`src/rtl/muldiv_pkg.sv`:
```
// Shared definitions for the multiply/divide controller: operation
// encodings, FSM state encodings, iteration count and small helpers.
package muldiv_pkg;

    localparam int unsigned XLEN       = 32;
    localparam int unsigned ITER_COUNT = 32;
    localparam int unsigned CNT_W      = 5;
    localparam logic [CNT_W-1:0] CNT_LOAD = CNT_W'(ITER_COUNT - 1);

    typedef enum logic [1:0] {
        OP_MULT  = 2'b00,
        OP_MULTU = 2'b01,
        OP_DIV   = 2'b10,
        OP_DIVU  = 2'b11
    } op_e;

    typedef enum logic [2:0] {
        ST_IDLE  = 3'd0,
        ST_PREP  = 3'd1,
        ST_ITER  = 3'd2,
        ST_FIXUP = 3'd3,
        ST_DONE  = 3'd4
    } state_e;

    // Magnitude of a 32-bit operand; unsigned operands pass through.
    // 0x80000000 maps to itself, which is the correct unsigned magnitude.
    function automatic logic [31:0] abs32(input logic [31:0] v, input logic is_signed);
        logic [31:0] r;
        if (is_signed && v[31]) begin
            r = 32'd0 - v;
        end else begin
            r = v;
        end
        return r;
    endfunction

endpackage

```
`src/rtl/muldiv_if.sv`:
```
// Request/response bundle between the pipeline and the multiply/divide unit.
interface muldiv_if;
    import muldiv_pkg::*;

    logic        start;
    op_e         op;
    logic [31:0] a;
    logic [31:0] b;
    logic        abort;
    logic        hi_we;
    logic        lo_we;
    logic [31:0] wdata;
    logic        busy;
    logic        done;
    logic [31:0] hi;
    logic [31:0] lo;
    logic        dbz;
    logic        illegal_op;

    modport master (
        output start, op, a, b, abort, hi_we, lo_we, wdata,
        input  busy, done, hi, lo, dbz, illegal_op
    );

    modport slave (
        input  start, op, a, b, abort, hi_we, lo_we, wdata,
        output busy, done, hi, lo, dbz, illegal_op
    );
endinterface

```
`src/rtl/muldiv_step.sv`:
```
// One radix-2 iteration: shift-add for multiply, restoring shift-subtract
// for divide. The divide half exists only when MULDIV_DIV_EN is defined.
module muldiv_step (
`ifdef MULDIV_DIV_EN
    input  logic        is_div,
`endif
    input  logic [31:0] acc_hi,
    input  logic [31:0] acc_lo,
    input  logic [31:0] opnd,
    output logic [31:0] acc_hi_nx,
    output logic [31:0] acc_lo_nx
);

    logic [32:0] sum_s;
`ifdef MULDIV_DIV_EN
    logic [32:0] shl_s;
    logic        ge_s;
`endif

    // Next accumulator value for the selected iteration type
    always_comb begin
        sum_s     = {1'b0, acc_hi} + (acc_lo[0] ? {1'b0, opnd} : 33'd0);
        acc_hi_nx = sum_s[32:1];
        acc_lo_nx = {sum_s[0], acc_lo[31:1]};
`ifdef MULDIV_DIV_EN
        // Partial remainder is always below the divisor, so the shifted
        // value fits 33 bits and the difference fits 32 bits.
        shl_s = {acc_hi, acc_lo[31]};
        ge_s  = (shl_s >= {1'b0, opnd});
        if (is_div) begin
            if (ge_s) begin
                acc_hi_nx = shl_s[31:0] - opnd;
                acc_lo_nx = {acc_lo[30:0], 1'b1};
            end else begin
                acc_hi_nx = shl_s[31:0];
                acc_lo_nx = {acc_lo[30:0], 1'b0};
            end
        end else begin
            acc_hi_nx = sum_s[32:1];
            acc_lo_nx = {sum_s[0], acc_lo[31:1]};
        end
`endif
    end

endmodule

```
`src/rtl/muldiv_ctrl.sv`:
```
// Iterative 32x32 multiply/divide controller with HI/LO result registers.
// Divide support is built only when MULDIV_DIV_EN is defined; otherwise a
// divide request raises illegal_op and leaves all state untouched.
module muldiv_ctrl
    import muldiv_pkg::*;
(
    input  logic     cclk,
    input  logic     rstb,
    muldiv_if.slave  bus
);

    state_e          state_r, state_nx;
    logic [CNT_W-1:0] cnt_r;
    op_e             op_r;
    logic [31:0]     a_r, b_r;
    logic [31:0]     acc_hi_r, acc_lo_r, opnd_r;
    logic [31:0]     step_hi_s, step_lo_s;
    logic            neg_q_r;
`ifdef MULDIV_DIV_EN
    logic            neg_r_r;
    logic            dbz_r;
`endif
    logic [31:0]     hi_r, lo_r;
    logic            busy_r, done_r, illegal_r;
    logic            op_legal_s, accept_s, illegal_s, commit_s, wr_ok_s;
    logic            is_div_s, is_signed_s, pr_signed_s;
    logic [63:0]     prod_s;
    logic [31:0]     res_hi_s, res_lo_s;

    assign is_div_s    = op_r[1];
    assign is_signed_s = ~op_r[0];
`ifdef MULDIV_DIV_EN
    assign op_legal_s  = 1'b1;
`else
    assign op_legal_s  = ~bus.op[1];
`endif
    assign pr_signed_s = is_signed_s;
    assign accept_s  = (state_r == ST_IDLE) && bus.start && op_legal_s;
    assign illegal_s = (state_r == ST_IDLE) && bus.start && !op_legal_s;
    assign commit_s  = (state_r == ST_FIXUP) && !bus.abort;
    assign wr_ok_s   = !busy_r && !accept_s;
    assign prod_s    = {acc_hi_r, acc_lo_r};

    muldiv_step u_step (
`ifdef MULDIV_DIV_EN
        .is_div    (is_div_s),
`endif
        .acc_hi    (acc_hi_r),
        .acc_lo    (acc_lo_r),
        .opnd      (opnd_r),
        .acc_hi_nx (step_hi_s),
        .acc_lo_nx (step_lo_s)
    );

    // Next-state logic; abort pulls any busy state back to IDLE
    always_comb begin
        state_nx = state_r;
        case (state_r)
            ST_IDLE:  if (accept_s)   state_nx = ST_PREP;  else state_nx = ST_IDLE;
            ST_PREP:  if (bus.abort)  state_nx = ST_IDLE;  else state_nx = ST_ITER;
            ST_ITER: begin
                if (bus.abort)               state_nx = ST_IDLE;
                else if (cnt_r == 5'd0)      state_nx = ST_FIXUP;
                else                         state_nx = ST_ITER;
            end
            ST_FIXUP: if (bus.abort)  state_nx = ST_IDLE;  else state_nx = ST_DONE;
            ST_DONE:  state_nx = ST_IDLE;
            default:  state_nx = ST_IDLE;
        endcase
    end

    // Sign correction of the raw magnitudes, plus the divide-by-zero result
    always_comb begin
        res_hi_s = acc_hi_r;
        res_lo_s = acc_lo_r;
        if (is_div_s) begin
`ifdef MULDIV_DIV_EN
            if (b_r == 32'd0) begin
                res_hi_s = a_r;
                res_lo_s = 32'hFFFF_FFFF;
            end else begin
                res_lo_s = neg_q_r ? (32'd0 - acc_lo_r) : acc_lo_r;
                res_hi_s = neg_r_r ? (32'd0 - acc_hi_r) : acc_hi_r;
            end
`else
            res_hi_s = acc_hi_r;
            res_lo_s = acc_lo_r;
`endif
        end else begin
            if (neg_q_r) begin
                {res_hi_s, res_lo_s} = 64'd0 - prod_s;
            end else begin
                {res_hi_s, res_lo_s} = prod_s;
            end
        end
    end

    // FSM state, iteration counter, captured operands and accumulator
    always_ff @(posedge cclk) begin
        if (!rstb) begin
            state_r  <= ST_IDLE;
            cnt_r    <= 5'd0;
            op_r     <= OP_MULT;
            a_r      <= 32'd0;
            b_r      <= 32'd0;
            acc_hi_r <= 32'd0;
            acc_lo_r <= 32'd0;
            opnd_r   <= 32'd0;
            neg_q_r  <= 1'b0;
`ifdef MULDIV_DIV_EN
            neg_r_r  <= 1'b0;
`endif
        end else begin
            state_r <= state_nx;
            case (state_r)
                ST_IDLE: begin
                    if (accept_s) begin
                        op_r <= bus.op;
                        a_r  <= bus.a;
                        b_r  <= bus.b;
                    end
                end
                ST_PREP: begin
                    acc_hi_r <= 32'd0;
                    acc_lo_r <= abs32(a_r, pr_signed_s);
                    opnd_r   <= abs32(b_r, pr_signed_s);
                    neg_q_r  <= pr_signed_s & (a_r[31] ^ b_r[31]);
`ifdef MULDIV_DIV_EN
                    neg_r_r  <= pr_signed_s & a_r[31];
`endif
                    cnt_r    <= CNT_LOAD;
                end
                ST_ITER: begin
                    acc_hi_r <= step_hi_s;
                    acc_lo_r <= step_lo_s;
                    if (cnt_r != 5'd0) begin
                        cnt_r <= cnt_r - 5'd1;
                    end
                end
                default: begin
                end
            endcase
        end
    end

    // Registered status outputs and the HI/LO architectural registers
    always_ff @(posedge cclk) begin
        if (!rstb) begin
            busy_r    <= 1'b0;
            done_r    <= 1'b0;
            illegal_r <= 1'b0;
            hi_r      <= 32'd0;
            lo_r      <= 32'd0;
`ifdef MULDIV_DIV_EN
            dbz_r     <= 1'b0;
`endif
        end else begin
            busy_r    <= (state_nx == ST_PREP) || (state_nx == ST_ITER) || (state_nx == ST_FIXUP);
            done_r    <= (state_nx == ST_DONE);
            illegal_r <= illegal_s;
`ifdef MULDIV_DIV_EN
            if (accept_s) begin
                dbz_r <= 1'b0;
            end else if (commit_s && is_div_s && (b_r == 32'd0)) begin
                dbz_r <= 1'b1;
            end
`endif
            if (commit_s) begin
                hi_r <= res_hi_s;
                lo_r <= res_lo_s;
            end else begin
                if (wr_ok_s && bus.hi_we) hi_r <= bus.wdata;
                if (wr_ok_s && bus.lo_we) lo_r <= bus.wdata;
            end
        end
    end

    assign bus.busy       = busy_r;
    assign bus.done       = done_r;
    assign bus.hi         = hi_r;
    assign bus.lo         = lo_r;
    assign bus.illegal_op = illegal_r;
`ifdef MULDIV_DIV_EN
    assign bus.dbz        = dbz_r;
`else
    assign bus.dbz        = 1'b0;
`endif

endmodule

```
`src/flat_wrapper.sv`:
```
// flat-port wrapper written by rule: the top's interface ports become plain ports
module muldiv_ctrl_flat import muldiv_pkg::*;
  (cclk, rstb, bus_start, bus_op, bus_a, bus_b, bus_abort, bus_hi_we, bus_lo_we, bus_wdata, bus_busy, bus_done, bus_hi, bus_lo, bus_dbz, bus_illegal_op);
  muldiv_if bus_i ();
  input  logic cclk;
  input  logic rstb;
  input wire logic [$bits(bus_i.start)-1:0] bus_start;
  input wire logic [$bits(bus_i.op)-1:0] bus_op;
  input wire logic [$bits(bus_i.a)-1:0] bus_a;
  input wire logic [$bits(bus_i.b)-1:0] bus_b;
  input wire logic [$bits(bus_i.abort)-1:0] bus_abort;
  input wire logic [$bits(bus_i.hi_we)-1:0] bus_hi_we;
  input wire logic [$bits(bus_i.lo_we)-1:0] bus_lo_we;
  input wire logic [$bits(bus_i.wdata)-1:0] bus_wdata;
  output wire logic [$bits(bus_i.busy)-1:0] bus_busy;
  output wire logic [$bits(bus_i.done)-1:0] bus_done;
  output wire logic [$bits(bus_i.hi)-1:0] bus_hi;
  output wire logic [$bits(bus_i.lo)-1:0] bus_lo;
  output wire logic [$bits(bus_i.dbz)-1:0] bus_dbz;
  output wire logic [$bits(bus_i.illegal_op)-1:0] bus_illegal_op;
  assign bus_i.start = bus_start;
  assign bus_i.op = bus_op;
  assign bus_i.a = bus_a;
  assign bus_i.b = bus_b;
  assign bus_i.abort = bus_abort;
  assign bus_i.hi_we = bus_hi_we;
  assign bus_i.lo_we = bus_lo_we;
  assign bus_i.wdata = bus_wdata;
  assign bus_busy = bus_i.busy;
  assign bus_done = bus_i.done;
  assign bus_hi = bus_i.hi;
  assign bus_lo = bus_i.lo;
  assign bus_dbz = bus_i.dbz;
  assign bus_illegal_op = bus_i.illegal_op;
  muldiv_ctrl u_core (.cclk(cclk), .rstb(rstb), .bus(bus_i));
endmodule
```
`config.mk`:
```
export PLATFORM = sky130hd
export DESIGN_NAME = muldiv_ctrl_flat
export DESIGN_NICKNAME = d
export VERILOG_FILES = /design/src/rtl/muldiv_pkg.sv /design/src/rtl/muldiv_if.sv /design/src/rtl/muldiv_step.sv /design/src/rtl/muldiv_ctrl.sv /design/src/flat_wrapper.sv
export SDC_FILE = /design/constraint.sdc
export NUM_CORES = 1
export LEC_CHECK = 0
export BUFFER_PORTS_ARGS = -buffer_cell sky130_fd_sc_hd__buf_2
export CAP_MARGIN = 20
export CORE_MARGIN = 5
export CORE_UTILIZATION = 45
export DETAILED_ROUTE_END_ITERATION = 12
export HOLD_SLACK_MARGIN = 0.12
export PLACE_DENSITY = 0.67
export SYNTH_ARGS = -nofsm -noshare
export SYNTH_HDL_FRONTEND = slang
export SYNTH_SLANG_ARGS = --single-unit
```
`constraint.sdc`:
```
create_clock -name cclk -period 3 [get_ports cclk]
set_clock_uncertainty 0.1 [all_clocks]
set_input_delay 0.15 -clock cclk [delete_from_list [all_inputs] [get_ports cclk]]
set_output_delay 0.15 -clock cclk [all_outputs]
set_load 0.005 [all_outputs]
```
# Word level (Yosys, flattened, before mapping)

Cells that the tools add are included.

Register bits: 238
Bits of input ports: 104
Logic and storage cells: 74

$add $sub $neg: 5
Eq/ne operators: 8
Mux-type cells: 21
Bitwise operators: 4
Reduce and logical (&&, ||, !) cells: 22

Operator list:

| operator              | number |
|---|---|
| $mux 32               | 11 |
| $pmux 32 s2           | 2 |
| $sub 1x32->32 const A | 2 |
| $sub 1x64->64 const A | 1 |
| $add 32x33->33        | 1 |
| $eq 3x2->1 const B    | 4 |
| $pmux 3 s4            | 1 |
| $pmux 5 s2            | 1 |
| $logic_and 1x1->1     | 9 |
| $eq 3x1->1 const B    | 2 |
| $mux 3                | 2 |
| $reduce_bool 2->1     | 3 |
| $logic_not 5->1       | 1 |
| $mux 5                | 1 |
| $reduce_bool 5->1     | 1 |
| $sub 5x1->5 const B   | 1 |
| $reduce_and 2->1      | 2 |
| $eq 3x3->1 const B    | 1 |
| $logic_not 1->1       | 3 |
| $logic_not 3->1       | 1 |
| $logic_or 1x1->1      | 2 |
| $mux 1                | 2 |
| $mux 2                | 1 |
| $ne 2x1->1 const B    | 1 |
| 3 further kinds       | 4 |

# Longest topological paths before layout

Gate-level depths: netlist of the first run.

Depth in word-level cells: 8
Mapped depth: 13

# Cells and area by module

Synthesis of the first run repeated with hierarchy kept, for this count alone.

Cells, all modules: 1745
Area total of the unflattened synthesis: 14387.5 µm²

Modules (own cells, without submodules):

| module      | times used | cells each | area an instance (µm²) |
|---|---|---|---|
| muldiv_ctrl | 1          | 1450       | 12200.5 |
| muldiv_step | 1          | 295        | 2187.1 |

# Worst setup path before layout of the first run

Ideal clock, no wire load.

Kind: register to register
Start: register u_core.acc_lo_r[0]
End: register u_core.acc_hi_r[25]
Setup time: 117 ps
Arrival time: 2965 ps
Data required time: 2783 ps
Slack: -183 ps
Stages on the path, launching flop included: 14
Buffers on the path: 2
Cells stage by stage: dfxtp_1 clkbuf_1 clkbuf_1 and2_1 ha_1 inv_1 fa_1 nor2b_1 o2111ai_1 a21oi_1 o21ai_0 a2111oi_0 o21ai_0 a32o_1

Word-level cells in the longest chain between the ends: 3

Ends and longest elaborated chain:

| what                   | RTL line           | source |
|---|---|---|
| start, declared        | muldiv_ctrl.sv:16  | `logic [31:0] acc_hi_r, acc_lo_r, opnd_r;` |
| start signal, assigned | muldiv_ctrl.sv:125 | `acc_lo_r <= abs32(a_r, pr_signed_s);` |
| start signal, assigned | muldiv_ctrl.sv:135 | `acc_lo_r <= step_lo_s;` |
| $mux 32                | muldiv_step.sv:22  | `sum_s = {1'b0, acc_hi} + (acc_lo[0] ? {1'b0, opnd} : 33'd0);` |
| $add 32x33->33         | muldiv_step.sv:22  |  |
| $pmux 32 s2            | muldiv_ctrl.sv:115 | `case (state_r)` |
| end signal, assigned   | muldiv_ctrl.sv:134 | `acc_hi_r <= step_hi_s;` |
| end, declared          | muldiv_ctrl.sv:16  |  |

Every way passes these cells.
A chain may end at the register's enable or synchronous reset.

# Final worst setup path of the first run

Start: register u_core.acc_lo_r[6]
End: register u_core.hi_r[12], in the netlist u_core.bus.hi[12]

Word-level cells in the longest chain between the ends: 4

Ends and longest elaborated chain:

| what                 | RTL line           | source |
|---|---|---|
| $sub 1x64->64        | muldiv_ctrl.sv:91  | `{res_hi_s, res_lo_s} = 64'd0 - prod_s;` |
| $mux 32              | muldiv_ctrl.sv:90  | `if (neg_q_r) begin` |
| $mux 32              | muldiv_ctrl.sv:76  | `if (is_div_s) begin` |
| $mux 32              | muldiv_ctrl.sv:168 | `if (commit_s) begin` |
| end signal, assigned | muldiv_ctrl.sv:169 | `hi_r <= res_hi_s;` |
| end signal, assigned | muldiv_ctrl.sv:172 | `if (wr_ok_s && bus.hi_we) hi_r <= bus.wdata;` |
| end, declared        | muldiv_ctrl.sv:23  | `logic [31:0] hi_r, lo_r;` |

Every way passes these cells.

==> key figures, run 1 <==
Logic synthesis
  • Asr flop ratio synth: 0%
  • Avg Cell Area, Syn: 7.94 µm²
  • Top cell type's share of synthesized area: 35.4%
  • Register area share after synthesis: 35.4%
  • Post-Synthesis Cells: 1696
  • Synth top cells by count: nand2_1 (245), dfxtp_1 (238), a21oi_1 (187)
  • Most numerous cell in the Yosys netlist: nand2_1
  • Yosys warnings: 0
  • Area leader, netlist: dfxtp_1
  • Most used DFF post-synth: dfxtp_1
  • Number of synthesized flops with an enable pin: 0
  • Flops & latches, synth: 238
  • Synth top area cells: dfxtp_1 (35%), a21oi_1 (6.9%), nand2_1 (6.8%), xnor2_1 (5.1%), xor2_1 (4.1%)
  • Syn Nets: 1838
  • Distinct cells, synth: 65
  • Synthesized area: 13500 µm²

Critical path
  • R2r startpoint: u_core.acc_lo_r[6]
  • R2R setup slack: 0.14 ns
  • Setup crit start kind: register
  • CP Max Fanout: 7
  • R2r worst-path depth: 7
  • Required time of the critical path: 3.31 ns
  • Critical Path AT: 3.17 ns
  • Element type at the critical path end: register
  • R2R Path End: u_core.bus.hi[12]
  • Critical path type: register to register

Min path
  • Hold Path Origin: bus_lo_we
  • Hold depth: 4
  • Hold WC Path Type: primary input to register
  • Hold Path End: u_core.bus.lo[27]

STA
  • Minimum clock period: 2.86 ns
  • Period utilization: 95.2%
  • Slew @ Worst Pin: 0.856 ns
  • Count of final hold-check violations: 0
  • Setup violators final: 0
  • Relative slew slack: 42.9%
  • Hold slack: 0.251 ns
  • F_max: 0.350 GHz
  • Slew Viols, Final: 0

Clock network
  • Htree depth: 1
  • Clock root buffer: clkbuf_16
  • Clock buffer count from CTS: 27
  • Clock Path Buffers: 3
  • Total number of clock tree sinks: 238
  • Reg clk slew, reported paths: 0.06 ns
  • CTS tree: built
  • Skew-Pair Late Insertion Delay: 0.55 ns

Placed design
  • Routability cong.: 0.965
  • Port bufs: 170
  • Dpl cells: 2205
  • HPWL Detailed: 31100 µm

Global routing
  • Vias in the first global route: 12400
  • Initial antenna violation count: 0
  • Overflow after GRT: 0
  • Largest net degree at the start of global routing: 126
  • GRT Total Usage: 24.1%
  • First-pass GRT wire length: 67100 µm

Layout
  • Area of the multi-input gates: 8300 µm²
  • Fill cells: 2706
  • Share of cells above drive strength 1: 16.4%
  • # diodes: 0
  • Layout overhead on the synthesized area: 25.5%
  • Final non-filler cell total: 2357
  • Register area: 4760 µm²
  • # nets final: 2088

Power
  • PwrDens: 487 nW/µm²
  • Peak VDD IR: 0.000339 V
  • Leakage: 6.91 nW

Die
  • FP Rows: 63
  • Die area: 33500 µm²
  • Core box area: 29600 µm²
  • Initial Utilization: 45.6%
  • Die extent in y: 183 µm
  • Num ports: 172
  • Die W: 183 µm

Routing
  • DRC viols: 0
  • Via count: 13400
  • Final wirelength: 42400 µm
  • DR pass1 iterations: 7
  • Routed length per instance: 18.0 µm
  • Initial DRC Count: 1040
  • Vias/cell: 5.68
  • ANT nets after route: 0

Status
  • Status: completed

Flow run
  • Max-cap viol count: 0
==> cells by family after synthesis <==
group	Yosys count	synth area share (%)
fa+ha+maj	38	3.59
simple gates	579	20.4
buf+inv	129	3.68
mux	66	5.05
compound gates	503	22.6
xor+xnor	142	9.23
other cells	1	0.0278
flops	238	35.4
==> worst max-delay path by stage <==
stage | slack (ns) | to | depth (start not counted) | start
6_report | 0.14 | u_core.bus.hi[12] | 7 | u_core.acc_lo_r[6]
5_1_grt | -0.00008 | u_core.acc_hi_r[25] | 11 | u_core.acc_lo_r[0]
4_1_cts | 0.03 | u_core.acc_hi_r[25] | 10 | u_core.acc_lo_r[0]
3_5_place_dp | -0.01 | u_core.acc_hi_r[25] | 10 | u_core.acc_lo_r[0]
3_3_place_gp | 0.15 | u_core.acc_hi_r[25] | 10 | u_core.acc_lo_r[0]
2_1_floorplan | 0.04 | u_core.acc_hi_r[25] | 13 | u_core.acc_lo_r[0]
==> sequential cells by signal, indices dropped and copies added, names as in the netlist <==
register,flops
u_core.b_r,32
u_core.bus.done,1
u_core.bus.lo,32
u_core.opnd_r,32
u_core.bus.busy,1
u_core.cnt_r,5
u_core.acc_lo_r,32
u_core.bus.illegal_op,1
u_core.bus.hi,32
u_core.a_r,32
u_core.state_r,3
u_core.op_r,2
u_core.acc_hi_r,32
u_core.neg_q_r,1
==> metrics by stage <==
step | utilization [%] | instance area (µm²) | setup TNS (ns) | worst slack, ns | power, mW
final | 57.2 | 16900 | 0 | 0.145 | 8.23
after global routing | 57.2 | 16900 | -0.0000784 | -0.0000784 | 8.56
after CTS | 57.0 | 16900 | 0 | 0.0260 | 8.27
after detailed placement | 50.2 | 14800 | -0.0109 | -0.0109 | 4.59
after global placement | 50.2 | 14800 | 0 | 0.148 | 4.57
after floorplan | - | 13500 | 0 | 0.0445 | 4.19
==> timing repair <==
item,CTS,global route
buffers inserted,0,1
hold endpoints to repair,141,0
resized for setup,2,11
pin swaps,0,2
hold buffers,101,0
gates cloned,0,0
setup endpoints to repair,1,10
==> worst max-delay path, cell delays in order (launching register included) <==
cell and delay, ns:
dfxtp_1 0.38, or4_4 0.59, and4bb_2 0.38, and4_1 0.36, nand4b_2 0.21, o31ai_1 0.27
xor2_1 0.31, o22ai_1 0.13
==> placed cells by master (no fill, tap or decap), types with 38 or more instances in the layout <==
cell / n
dlygate4sd3_1: 101
mux2i_1: 50
dfxtp_1: 238
o22ai_1: 40
xnor2_1: 79
and2_1: 38
xor2_1: 63
nand2_1: 244
buf_4: 49
buf_2: 170
a21oi_1: 186
o21ai_0: 98
a211oi_1: 43
nor2_1: 126
==> report_power, final <==
group | internal (mW) | leakage (nW) | switching, mW
Clock | 2.22 | 0.487 | 1.37
Combinational | 0.540 | 4.49 | 0.681
Sequential | 3.30 | 1.94 | 0.121
==> area by class of cell <==
cell class | instances | share of cell area (%)
clock buffers | 37 | 4.75
clock inverters | 13 | 1.12
flip-flops and latches | 238 | 28.2
multi-input cells | 1329 | 49.1
repair buffers | 322 | 13.4
well taps | 390 | 2.89
inverters | 28 | 0.636
==> per-layer routing <==
layer,track usage (%),vias to the layer above,wire length (µm)
met3,2.60,66,2820
met5,0,-,0
met4,5.66,0,882
met1,35.2,6252,20000
met2,38.3,473,18700
li1,-,6591,-
Note: power is estimated with default switching activity, not from simulation.
==> run 2, diff against run 1 <==
--- a/config.mk
+++ b/config.mk
@@ -8,10 +8,10 @@
 export BUFFER_PORTS_ARGS = -buffer_cell sky130_fd_sc_hd__buf_2
 export CAP_MARGIN = 20
 export CORE_MARGIN = 5
-export CORE_UTILIZATION = 45
+export CORE_UTILIZATION = 53
 export DETAILED_ROUTE_END_ITERATION = 12
 export HOLD_SLACK_MARGIN = 0.12
-export PLACE_DENSITY = 0.67
+export PLACE_DENSITY = 0.77
 export SYNTH_ARGS = -nofsm -noshare
 export SYNTH_HDL_FRONTEND = slang
 export SYNTH_SLANG_ARGS = --single-unit
==> run 2 against run 1 <==
- cell area fell by 1.0%
- worst hold slack got worse by 0.087 ns
- first-iteration DRC count grew 39%
- sequential share of layout area increased by 0.30 points
- register-to-register slack about the same
- combinational power is essentially flat
- sequential cell count unchanged
- non-clock buffer count down 3
- total power decreased by 3.7%
- utilization increased by 9.4 points
- sequential power about the same
==> key figures, run 2 (synthesis results as in run 1) <==
Power
  • Logic pwr share: 15.3%
  • Net Sw Power: 2.09 mW
  • Int Pwr: 5.84 mW
  • Leakage: 6.86 nW
  • PwrDens: 474 nW/µm²
  • Sequential share of power: 43.1%
  • Peak VDD IR: 0.000486 V
  • Final Power: 7.93 mW
  • Clock group share of total power: 41.5%
  • Switching Share: 26.4%

Clock network
  • Htree depth: 1
  • CTS tree: built
  • Total number of clock tree sinks: 238
  • Clock Path Buffers: 3
  • Clock root buffer: clkbuf_16
  • Skew-Pair Late Insertion Delay: 0.54 ns
  • Reg clk slew, reported paths: 0.06 ns
  • Clock buffer count from CTS: 26

Routing
  • Met2 WL: 18500 µm
  • Via count: 13400
  • DRC viols: 0
  • Routed length per instance: 18.3 µm
  • Initial DRC Count: 1446
  • Met1 WL: 18800 µm
  • DR pass1 iterations: 5
  • Met3 wire length: 3190 µm
  • Vias/cell: 5.87
  • Max Used Layer: met5
  • Final wirelength: 42000 µm
  • ANT nets after route: 0

Layout
  • Register area: 4770 µm²
  • Layout overhead on the synthesized area: 24.2%
  • Most common cell after layout, fill and taps aside: nand2_1
  • Area of the multi-input gates: 8280 µm²
  • Fill cells: 2131
  • Share of cells above drive strength 1: 15.7%
  • Finished Core Util: 66.6%
  • Most frequent cells in the layout: nand2_1 (244), dfxtp_1 (237), a21oi_1 (186), buf_2 (170), nor2_1 (126)
  • # nets final: 2084

Global routing
  • GRT Total Usage: 28.3%
  • First-pass GRT wire length: 67200 µm
  • Overflow after GRT: 0
  • Initial antenna violation count: 2
  • Largest net degree at the start of global routing: 102
  • Vias in the first global route: 12700

Die
  • FP Rows: 58
  • Die W: 169 µm
  • Die extent in y: 169 µm
  • Initial Utilization: 53.6%
  • Core box area: 25100 µm²
  • Num ports: 172
  • Die area: 28700 µm²

Critical path
  • CP Launch Point: u_core.acc_hi_r[0]
  • Element type at the critical path end: register
  • Crit-path cells: ha_1 -> inv_1 -> fa_1 -> nor2b_2 -> o2111ai_4 -> a21o_1 -> a31oi_1 -> nand3_1 -> a311o_1 -> nand3_1
  • CP Max Fanout: 6
  • Critical Path AT: 3.21 ns
  • Worst Path Buf+Inv: 1
  • Setup crit start kind: register
  • Slowest stage cell, crit path: dfxtp_1
  • Worst stage delay on the critical path: 0.45 ns
  • Critical path type: register to register
  • Required time of the critical path: 3.37 ns
  • R2r startpoint: u_core.acc_hi_r[0]
  • CP top delay family: compound AO/OA/AOI/OAI gates
  • Cell mode on critical path: nand3_1

STA
  • Setup ws final: 0.154 ns
  • F_max: 0.351 GHz
  • Slew @ Worst Pin: 0.891 ns
  • Slew Viols, Final: 0
  • Minimum clock period: 2.85 ns
  • Setup violators final: 0
  • Setup TNS: 0 ns
  • Period utilization: 94.9%
  • Relative slew slack: 40.5%
  • Count of final hold-check violations: 0

Flow run
  • Max-cap viol count: 0

Placed design
  • Dpl ws: 0.0456 ns
  • HPWL Detailed: 30400 µm
  • Routability cong.: 0.941
  • Port bufs: 170

Min path
  • Hold WC Path Type: primary input to register
  • Hold Path Origin: bus_hi_we

Status
  • Status: completed
## run 2: cell count changes in the layout (fill, tap and decap cells not counted), moves of 2 or more
cell	before	now
buf_4	49	44
clkbuf_1	1	6
buf_12	1	4
clkbuf_8	9	6
clkinv_2	4	2
clkinvlp_4	2	0
## run 2: power by group through the flow
stage	Clock [mW]	Sequential [mW]	Combinational, mW
2_1_floorplan	0	3.46	0.729
3_3_place_gp	0	3.48	1.07
3_5_place_dp	0	3.48	1.09
5_1_grt	3.49	3.44	1.33
4_1_cts	3.34	3.42	1.19
6_report	3.29	3.42	1.22
## run 2: layout make-up
class                      count  area share, %
multi-input combinational   1329           49.5
timing repair buffer         319           13.6
inverter                      28          0.643
tap                          330           2.47
clock buffer                  38           4.52
sequential                   238           28.5
clock inverter                 8          0.800
antenna                        1         0.0150
## run 2: through the flow
| step | cells | area, µm² | hold slack, ns |
|---|---|---|---|
| floorplan | 1696 | 13500 | 0.134 |
| global placement | 2142 | 14800 | 0.291 |
| detailed placement | 2142 | 14800 | 0.297 |
| CTS | 2289 | 16700 | 0.144 |
| global route | 2291 | 16700 | 0.198 |
| finish | 2291 | 16700 | 0.164 |
## run 2: path summary, 6_finish.rpt
kind / to / slack [ns] / cells past startpoint
hold reg to reg: u_core.opnd_r[0] / 0.35 / 2
hold / removal: u_core.bus.hi[29] / 0.16 / 5
setup reg to reg: u_core.acc_hi_r[27] / 0.15 / 10
setup / recovery: u_core.acc_hi_r[27] / 0.15 / 10
## run 2: worst register-to-register path, stage by stage, from the launching register on
cell	delay, ns
dfxtp_1	0.45
ha_1	0.24
inv_1	0.07
fa_1	0.42
nor2b_2	0.22
o2111ai_4	0.16
a21o_1	0.25
a31oi_1	0.37
nand3_1	0.16
a311o_1	0.29
nand3_1	0.06
## run 2: timing repair
item | in CTS | in global routing
endpoints found under the hold margin | 138 | 0
hold buffers | 101 | 0
setup buffers | 0 | 1
setup endpoints to repair | 1 | 9
gates resized for setup | 2 | 7
pin swaps | 1 | 2
## run 2: layer usage
layer / GRT usage [%] / up-vias
met5: 0 / -
met4: 8.96 / 2
met3: 3.52 / 101
met2: 44.2 / 565
met1: 40.9 / 6201
li1: - / 6573
